<file path="config.mk">
export PLATFORM = sky130hd
export DESIGN_NAME = huff_bit_packer
export DESIGN_NICKNAME = d
export VERILOG_FILES = /design/src/rtl/huff_bit_packer.sv
export SDC_FILE = /design/constraint.sdc
export NUM_CORES = 1
export LEC_CHECK = 0
export ABC_AREA = 1
export ABC_CLOCK_PERIOD_IN_PS = 3300
export CORE_MARGIN = 2
export CORE_UTILIZATION = 25
export DETAILED_ROUTE_END_ITERATION = 12
export PLACE_DENSITY = 0.47
export SLEW_MARGIN = 20
export SYNTH_ARGS = -nofsm -noshare
export SYNTH_HDL_FRONTEND = slang
export SYNTH_SLANG_ARGS = --single-unit
export TNS_END_PERCENT = 20
</file>
<file path="constraint.sdc">
create_clock -name clk -period 3.3 [get_ports clk]
set_clock_uncertainty 0.15 [all_clocks]
set_input_delay 0.825 -clock clk [delete_from_list [all_inputs] [get_ports clk]]
set_output_delay 0.825 -clock clk [all_outputs]
set_load 0.02 [all_outputs]
</file>
<file path="src/rtl/huff_bit_packer.sv">
// huff_bit_packer: appends Huffman code + VLI bit fields MSB-first and emits 32-bit words.
// Optional macro BYTE_STUFF_EN inserts a 0x00 byte after every 0xFF byte sent to the output.
`ifndef OUT_BUS_WIDTH
`define OUT_BUS_WIDTH 32
`endif

module huff_bit_packer #(
    parameter int OUT_BUS_WIDTH = `OUT_BUS_WIDTH
) (
    input  logic                     clk,
    input  logic                     rst,
    input  logic [15:0]              code,
    input  logic [4:0]               code_size,
    input  logic [10:0]              vli_bits,
    input  logic [3:0]               vli_size,
    input  logic                     in_valid,
    output logic                     in_ready,
    input  logic                     flush,
    output logic [OUT_BUS_WIDTH-1:0] data_out,
    output logic [2:0]               out_bytes,
    output logic                     out_valid,
    input  logic                     out_ready,
    output logic                     flush_done
);

    typedef enum logic [1:0] {
        RUN,
        PAD,
        DRAIN
    } state_t;

    state_t      state;
    state_t      state_next;

    // Bit accumulator is left-aligned: bit 47 is the oldest unsent bit.
    logic [47:0] acc;
    logic [47:0] acc_next;
    logic [5:0]  acc_cnt;
    logic [5:0]  acc_cnt_next;

    logic [31:0] asm_word;
    logic [31:0] asm_word_next;
    logic [2:0]  asm_cnt;
    logic [2:0]  asm_cnt_next;

    logic        flush_done_next;

    logic [4:0]  code_len;
    logic [3:0]  vli_len;
    logic [15:0] code_m;
    logic [10:0] vli_m;
    logic [26:0] sym;
    logic [4:0]  sym_len;
    logic [47:0] sym_top;

    logic        accept;
    logic        asm_full;
    logic        drain;
    logic        asm_space;
    logic        have_byte;
    logic [7:0]  acc_byte;
    logic        move;
    logic        take_acc;
    logic [7:0]  move_byte;
    logic        buffers_empty;
    logic [47:0] acc_shift;
    logic [5:0]  base_cnt;

`ifdef BYTE_STUFF_EN
    logic        stuff_pending;
    logic        stuff_pending_next;
`endif

    assign accept    = in_valid && in_ready;
    assign in_ready  = (state == RUN) && (acc_cnt <= 6'd21);
    assign asm_full  = (asm_cnt == 3'd4);
    assign out_valid = asm_full || ((state == DRAIN) && (asm_cnt != 3'd0));
    assign drain     = out_valid && out_ready;
    assign data_out  = asm_word;
    assign out_bytes = out_valid ? asm_cnt : 3'd0;

    // Clamp lengths, mask off bits above each length and left-align the joined symbol.
    always_comb begin
        code_len = (code_size > 5'd16) ? 5'd16 : code_size;
        vli_len  = (vli_size > 4'd11) ? 4'd11 : vli_size;
        code_m   = code & ~(16'hFFFF << code_len);
        vli_m    = vli_bits & ~(11'h7FF << vli_len);
        sym      = ({11'b0, code_m} << vli_len) | {16'b0, vli_m};
        sym_len  = code_len + {1'b0, vli_len};
        sym_top  = {sym, 21'b0} << (5'd27 - sym_len);
    end

    // A residual under 8 bits only leaves during PAD, topped up with 1-bits.
    always_comb begin
        asm_space = !asm_full || drain;
        have_byte = (acc_cnt >= 6'd8) || ((state == PAD) && (acc_cnt != 6'd0));
        acc_byte  = acc[47:40];
        if (acc_cnt < 6'd8) begin
            acc_byte = acc[47:40] | (8'hFF >> acc_cnt[2:0]);
        end
`ifdef BYTE_STUFF_EN
        move               = asm_space && (stuff_pending || have_byte);
        take_acc           = move && !stuff_pending;
        move_byte          = stuff_pending ? 8'h00 : acc_byte;
        buffers_empty      = (acc_cnt == 6'd0) && !stuff_pending;
        stuff_pending_next = stuff_pending;
        if (move) begin
            stuff_pending_next = take_acc && (acc_byte == 8'hFF);
        end
`else
        move          = asm_space && have_byte;
        take_acc      = move;
        move_byte     = acc_byte;
        buffers_empty = (acc_cnt == 6'd0);
`endif
    end

    always_comb begin
        acc_shift = acc;
        base_cnt  = acc_cnt;
        if (take_acc) begin
            acc_shift = acc << 8;
            base_cnt  = (acc_cnt >= 6'd8) ? (acc_cnt - 6'd8) : 6'd0;
        end
        acc_next     = acc_shift;
        acc_cnt_next = base_cnt;
        if (accept) begin
            acc_next     = acc_shift | (sym_top >> base_cnt);
            acc_cnt_next = base_cnt + {1'b0, sym_len};
        end
    end

    // A byte arriving while the full word drains becomes byte 0 of the next word.
    always_comb begin
        asm_word_next = asm_word;
        asm_cnt_next  = asm_cnt;
        if (drain) begin
            asm_word_next = move ? {move_byte, 24'b0} : 32'b0;
            asm_cnt_next  = move ? 3'd1 : 3'd0;
        end else if (move) begin
            asm_word_next = asm_word | ({move_byte, 24'b0} >> {asm_cnt, 3'b000});
            asm_cnt_next  = asm_cnt + 3'd1;
        end
    end

    always_comb begin
        state_next      = state;
        flush_done_next = 1'b0;
        case (state)
            RUN: begin
                if (flush) begin
                    state_next = PAD;
                end
            end
            PAD: begin
                if (buffers_empty) begin
                    state_next = DRAIN;
                end
            end
            DRAIN: begin
                if ((asm_cnt == 3'd0) || drain) begin
                    state_next      = RUN;
                    flush_done_next = 1'b1;
                end
            end
            default: begin
                state_next = RUN;
            end
        endcase
    end

    always_ff @(posedge clk or posedge rst) begin
        if (rst) begin
            state      <= RUN;
            acc        <= 48'b0;
            acc_cnt    <= 6'd0;
            asm_word   <= 32'b0;
            asm_cnt    <= 3'd0;
            flush_done <= 1'b0;
        end else begin
            state      <= state_next;
            acc        <= acc_next;
            acc_cnt    <= acc_cnt_next;
            asm_word   <= asm_word_next;
            asm_cnt    <= asm_cnt_next;
            flush_done <= flush_done_next;
        end
    end

`ifdef BYTE_STUFF_EN
    always_ff @(posedge clk or posedge rst) begin
        if (rst) begin
            stuff_pending <= 1'b0;
        end else begin
            stuff_pending <= stuff_pending_next;
        end
    end
`endif

endmodule

</file>
# Word level (Yosys, flattened, before mapping)
# Cells that the tools add are included.
# W data, S select, Z words.
# totals
out_inout_bits	38
regBits	92
word_cells	76
inputBits	41
# classes
n_mux	21
shift	7
add_sub_neg	5
n_lt_le_gt_ge	5
bitwise_logic	8
n_reduce_logical	18
n_eq_ne	6
# ops
cell	count
$mux W32	3
$mux W48	2
$or A48 B48 Y48	1
$shl A48 B5 Y48	1
$shr A48 B6 Y48	1
$or A32 B32 Y32	1
$shr A32 B6 Y32	1
$or A27 B11 Y27	1
$shl A16 B4 Y27	1
$mux W6	3
$and A16 B16 Y16	1
$not A16 Y16	1
$shl A16 B5 Y16 const A	1
$and A11 B11 Y11	1
$not A11 Y11	1
$shl A11 B4 Y11 const A	1
$mux W3	3
$mux W8	1
$or A8 B8 Y8	1
$shr A8 B3 Y8 const A	1
$add A6 B5 Y6	1
$ge A6 B4 Y1 const B	1
$le A6 B5 Y1 const B	1
$logic_and A1 B1 Y1	6
other kinds (26)	34

# Depth between registers and ports, before layout
# depth
depth_word	11
depth_mapped	32

# Worst setup path after synthesis
# Ideal clock, no wire load.
# synth_path
path_type	input -> register
start	input port vli_size[1]
end	register acc[1]
cell_stages	27
setup_ps	65
setup_slack_ps	-983
path_buffers	5
arrival_ps	4068
cell_sequence	inv_1 > nand2_2 > buf_6 > inv_4 > buf_6 > o21ai_0 > nand2_1 > inv_1 > ha_1 > inv_1 > nand2_2 > or2_1 > nand2_4 > inv_2 > buf_2 > ha_1 > clkbuf_1 > clkbuf_1 > nand3_1 > nand3_1 > nand3_1 > nand3_1 > nand3_1 > nand3_1 > o21a_1 > nand3_1 > nand2_1
# synth_via
elab_chain_len	10
word_cells_on_any_way	13
classes_between	add/sub (2); order compare (1); shift (4); mux (2); bitwise (4)
# synth_lines
element	line_no	source
from (decl)	15	input logic [3:0] vli_size,
$gt A4 B4 Y1	85	vli_len = (vli_size > 4'd11) ? 4'd11 : vli_size;
$mux W4 (*)	85	
parallel branches: the longest is 4 deep, another holds $add A5 B4 Y5	-	
$shl A48 B5 Y48 (*)	90	sym_top = {sym, 21'b0} << (5'd27 - sym_len);
$shr A48 B6 Y48 (*)	128	acc_next = acc_shift | (sym_top >> base_cnt);
$or A48 B48 Y48 (*)	128	
$mux W48 (*)	127	if (accept) begin
via acc_next[1]	37	logic [47:0] acc_next;
to (signal assigned)	182	acc <= acc_next;
to (decl)	36	logic [47:0] acc;
# Mark *: on every way through the listed nets, which the timed path passes.
# A chain may end at the register's enable or synchronous reset.

# Final worst setup path
# layout_path
start	input port code_size[0]
end	register acc[9]
# layout_via
elab_chain_len	11
word_cells_on_any_way	13
classes_between	add/sub (2); order compare (1); shift (4); mux (2); bitwise (4)
# layout_lines
element	line_no	source
from (decl)	13	input logic [4:0] code_size,
$gt A5 B5 Y1	84	code_len = (code_size > 5'd16) ? 5'd16 : code_size;
$mux W5 (*)	84	
$shl A16 B5 Y16	86	code_m = code & ~(16'hFFFF << code_len);
$not A16 Y16	86	
$and A16 B16 Y16	86	
$shl A16 B4 Y27	88	sym = ({11'b0, code_m} << vli_len) | {16'b0, vli_m};
$or A27 B11 Y27	88	
$shl A48 B5 Y48 (*)	90	
$shr A48 B6 Y48 (*)	128	
$or A48 B48 Y48 (*)	128	
$mux W48 (*)	127	
via acc_next[9]	37	
# Mark *: on every way through the listed nets, which the timed path passes. The rest lies on a longest branch.

==> impl_metrics.toml <==
[worst_setup_path]
critPathTopFamily = "simple AND/OR/NAND/NOR gates"
cp.arrival_ns = 3.82
path_buf_inv = 6
cp-end-kind = "flop"
critPathLaunchType = "primary input"
slowest_stage = "xnor2_2"
rr_startpoint = "acc_cnt[5]"
crit_fanout = 8
critPathMaxStageDelay_ns = 0.29
startpoint = "code_size[0]"
crit_type = "in2reg"
required_ns = 3.43

[clocking]
htree_num_levels = 3
clock_tree.root_cell = "clkbuf_16"
cts_buffer_depth = 2
cts_buffers = 9
path_clk_slew_ns = 0.06
cts_tree = "yes"
clock_latency_ns = 0.35
cts.sinks = 92

[synthesis]
ys_seq_elements = 92
synth_cells = 1427
synth.avg_cell_area_um2 = 6.168
syn_area_um2 = 8802
synth_nets = 1482
synth_seq_area_share_pct = 26.15
yosys_warnings = 0
synth.distinct_cells = 52

[layout]
final_common_cell = "nand2_1"
nFillCells = 3637
instances_no_fill = 2088
seqCellArea_um2 = 2302
drive_above_1_share_pct = 32.03
area_growth_pct = 50.99
final_cell_mix = "nand2_1 (337), nand3_1 (288), buf_4 (171), nand3_2 (129), dfrtp_1 (92)"
stdcell_area_um2 = 13290
multiInputGateArea_um2 = 7313
fin_nets = 1683
antennaDiodeCount = 0

[place]
place_congestion = 0.9090
place_area_um2 = 11310
place.detailed.hpwl_um = 27040
portBuffers = 78
placed_cells = 2051

[global_routing]
grt_use_met1_pct = 25.73
grt_use_met3_pct = 2.686
grt_pass1_vias = 10500
grt_pass1_wl_um = 55900
grt_overflow = 0
top_usage_layer = "met2"
grt_start_max_net_pins = 50
antenna_found_initial = 0
grt_use_met2_pct = 31.55
track_usage_pct = 19.04

[sta]
relSlewSlack_pct = 57.27
finalSetupTns_ns = -13.89
fin_crit_sh_pct = 111.6
finalHoldViolations = 0
max_freq_ghz = 0.2716
drv_slew = 0
period_minus_slack_ns = 3.681
tightest_slew_ns = 0.6410
final-setup-viol-count = 50
rsz0062_at_grt = "yes"
worst_slack_ns = -0.3812

[flow_run]
timing.max_cap.violations = 0

[die]
core_um2 = 34630
start_util_pct = 25.42
rows = 68
die-area_um2 = 36730
die_y_um = 191.6
dieWidth_um = 191.6
ios = 79

[detailed_routing]
first_iter_violations = 881
drt_wl_total_um = 34890
firstDrtPassIters = 5
wl_per_cell_um = 16.71
drc = 0
viasPerCell = 5.160
ant_nets = 0
vias = 10780

[pwr]
internal_power_mw = 5.872
p_sw_mw = 6.759
vdd_drop_max_mv = 0.4816
p_per_area_nw_per_um2 = 950.4
total_leakage_power_nw = 6.050
pwr-share-clk_pct = 8.3
p_sw_share_pct = 53.51
power_frac_comb_pct = 76.9
seqPwrFrac_pct = 14.8

[outcome]
status = "complete, but fails checks"
failed_checks = "negative setup slack"

[worst_hold_path]
hold_path.class = "reg2reg"
min-delay-start = "data_out[21]"
## cells in the mapped netlist, drive strengths merged
cell	number	area share (%)
o22ai	7	0.57
fa	1	0.23
a211oi	1	0.085
nand3	449	26
o211ai	6	0.51
o31ai	3	0.26
and2	1	0.071
buf	37	2.5
nor3	2	0.17
xor2	3	0.30
clkbuf	44	1.9
mux2i	6	0.68
o32ai	1	0.10
a21oi	18	1.2
nand3b	1	0.085
a31oi	3	0.21
dfrtp	92	26
and3	1	0.071
ha	13	1.8
o21a	1	0.085
or2	11	0.78
inv	78	3.4
nor4	2	0.14
nor2	89	4.4
nand4	50	3.6
clkinv	5	0.21
a32o	6	0.68
xnor2	2	0.20
a21boi	3	0.34
o2111ai	6	0.60
a21o	2	0.17
o21ai	89	5.4
nand2	394	17
## logic make-up after synthesis
logic type,share of synthesized area [%]
AND/OR/NAND/NOR,52.34
buffers and inverters,8.045
AO/OA/AOI/OAI,10.21
flip-flops,26.15
adder cells (fa/ha/maj),2.075
multiplexers,0.6823
XOR/XNOR,0.4976
## final timing paths
path | endpoint | depth (start not counted) | slack, ns
max in group asynchronous | acc[33] | 3 | 1.64
min in group asynchronous | data_out[24] | 2 | 0.74
hold / removal | data_out[21] | 2 | 0.33
hold reg to reg | data_out[21] | 2 | 0.33
setup reg to reg | acc_cnt[5] | 20 | 0.12
setup / recovery | acc[9] | 25 | -0.38
## stage by stage
stage	power [mW]	hold slack [ns]	setup slack (ns)	util (%)
after floorplan	6.818	0.2992	-0.5023	-
after global placement	9.917	0.3140	-1.273	32.66
after detailed placement	9.892	0.3165	-1.260	32.66
after CTS	11.64	0.3334	-0.3114	35.86
after global routing	13.61	0.3505	-0.5507	38.38
final	12.63	0.3325	-0.3812	38.38
## cell type report
| type | count | area share [%] |
|---|---|---|
| Multi-Input combinational cell | 1172 | 55.03 |
| Timing Repair Buffer | 270 | 18.49 |
| Sequential cell | 92 | 17.32 |
| Tap cell | 455 | 4.284 |
| Inverter | 83 | 2.664 |
| Clock buffer | 11 | 1.751 |
| Clock inverter | 5 | 0.4613 |
## sequential cells by signal, summed over array words and instances (netlist names)
name / cells
acc: 48
asm_cnt: 3
flush_done: 1
acc_cnt: 6
state: 2
data_out: 32
## timing repair
item                                    CTS  global route
endpoints found under the setup margin   52            55
buffers inserted                         11             7
hold buffers                              0             0
gates cloned                              2             1
gates resized for setup                 186           160
pin swaps                                45            71
endpoints found under the hold margin     0             0
## routing by layer
metal,vias to the layer above,wire [um]
li1,5349,-
met1,5105,15960
met2,279,16440
met3,42,1702
met4,0,782
met5,-,0
## worst reg2reg max path: stages, from the launching register on
cell and delay [ns]:
dfrtp_1 0.42, nor2_1 0.14, nand2_2 0.15, nor2_4 0.18, nand3_1 0.15, nand2_1 0.13, inv_2 0.05, o21ai_4 0.14
buf_4 0.18, nor3_1 0.06, buf_4 0.14, a21oi_4 0.13, inv_2 0.05, ha_1 0.27, inv_1 0.05, or2_2 0.30
nand2_1 0.06, a21oi_1 0.05, nor2_1 0.11, xnor2_1 0.13, inv_1 0.05
## power groups by stage
stage                     logic, mW  clock network (mW)  registers, mW
after floorplan                4.77                   0           2.05
after global placement         8.02                   0           1.89
after detailed placement       8.00                   0           1.90
after CTS                      8.68                1.07           1.88
after global routing           10.6                1.13           1.93
final                          9.71                1.04           1.88
(Power assumes the default switching activity.)
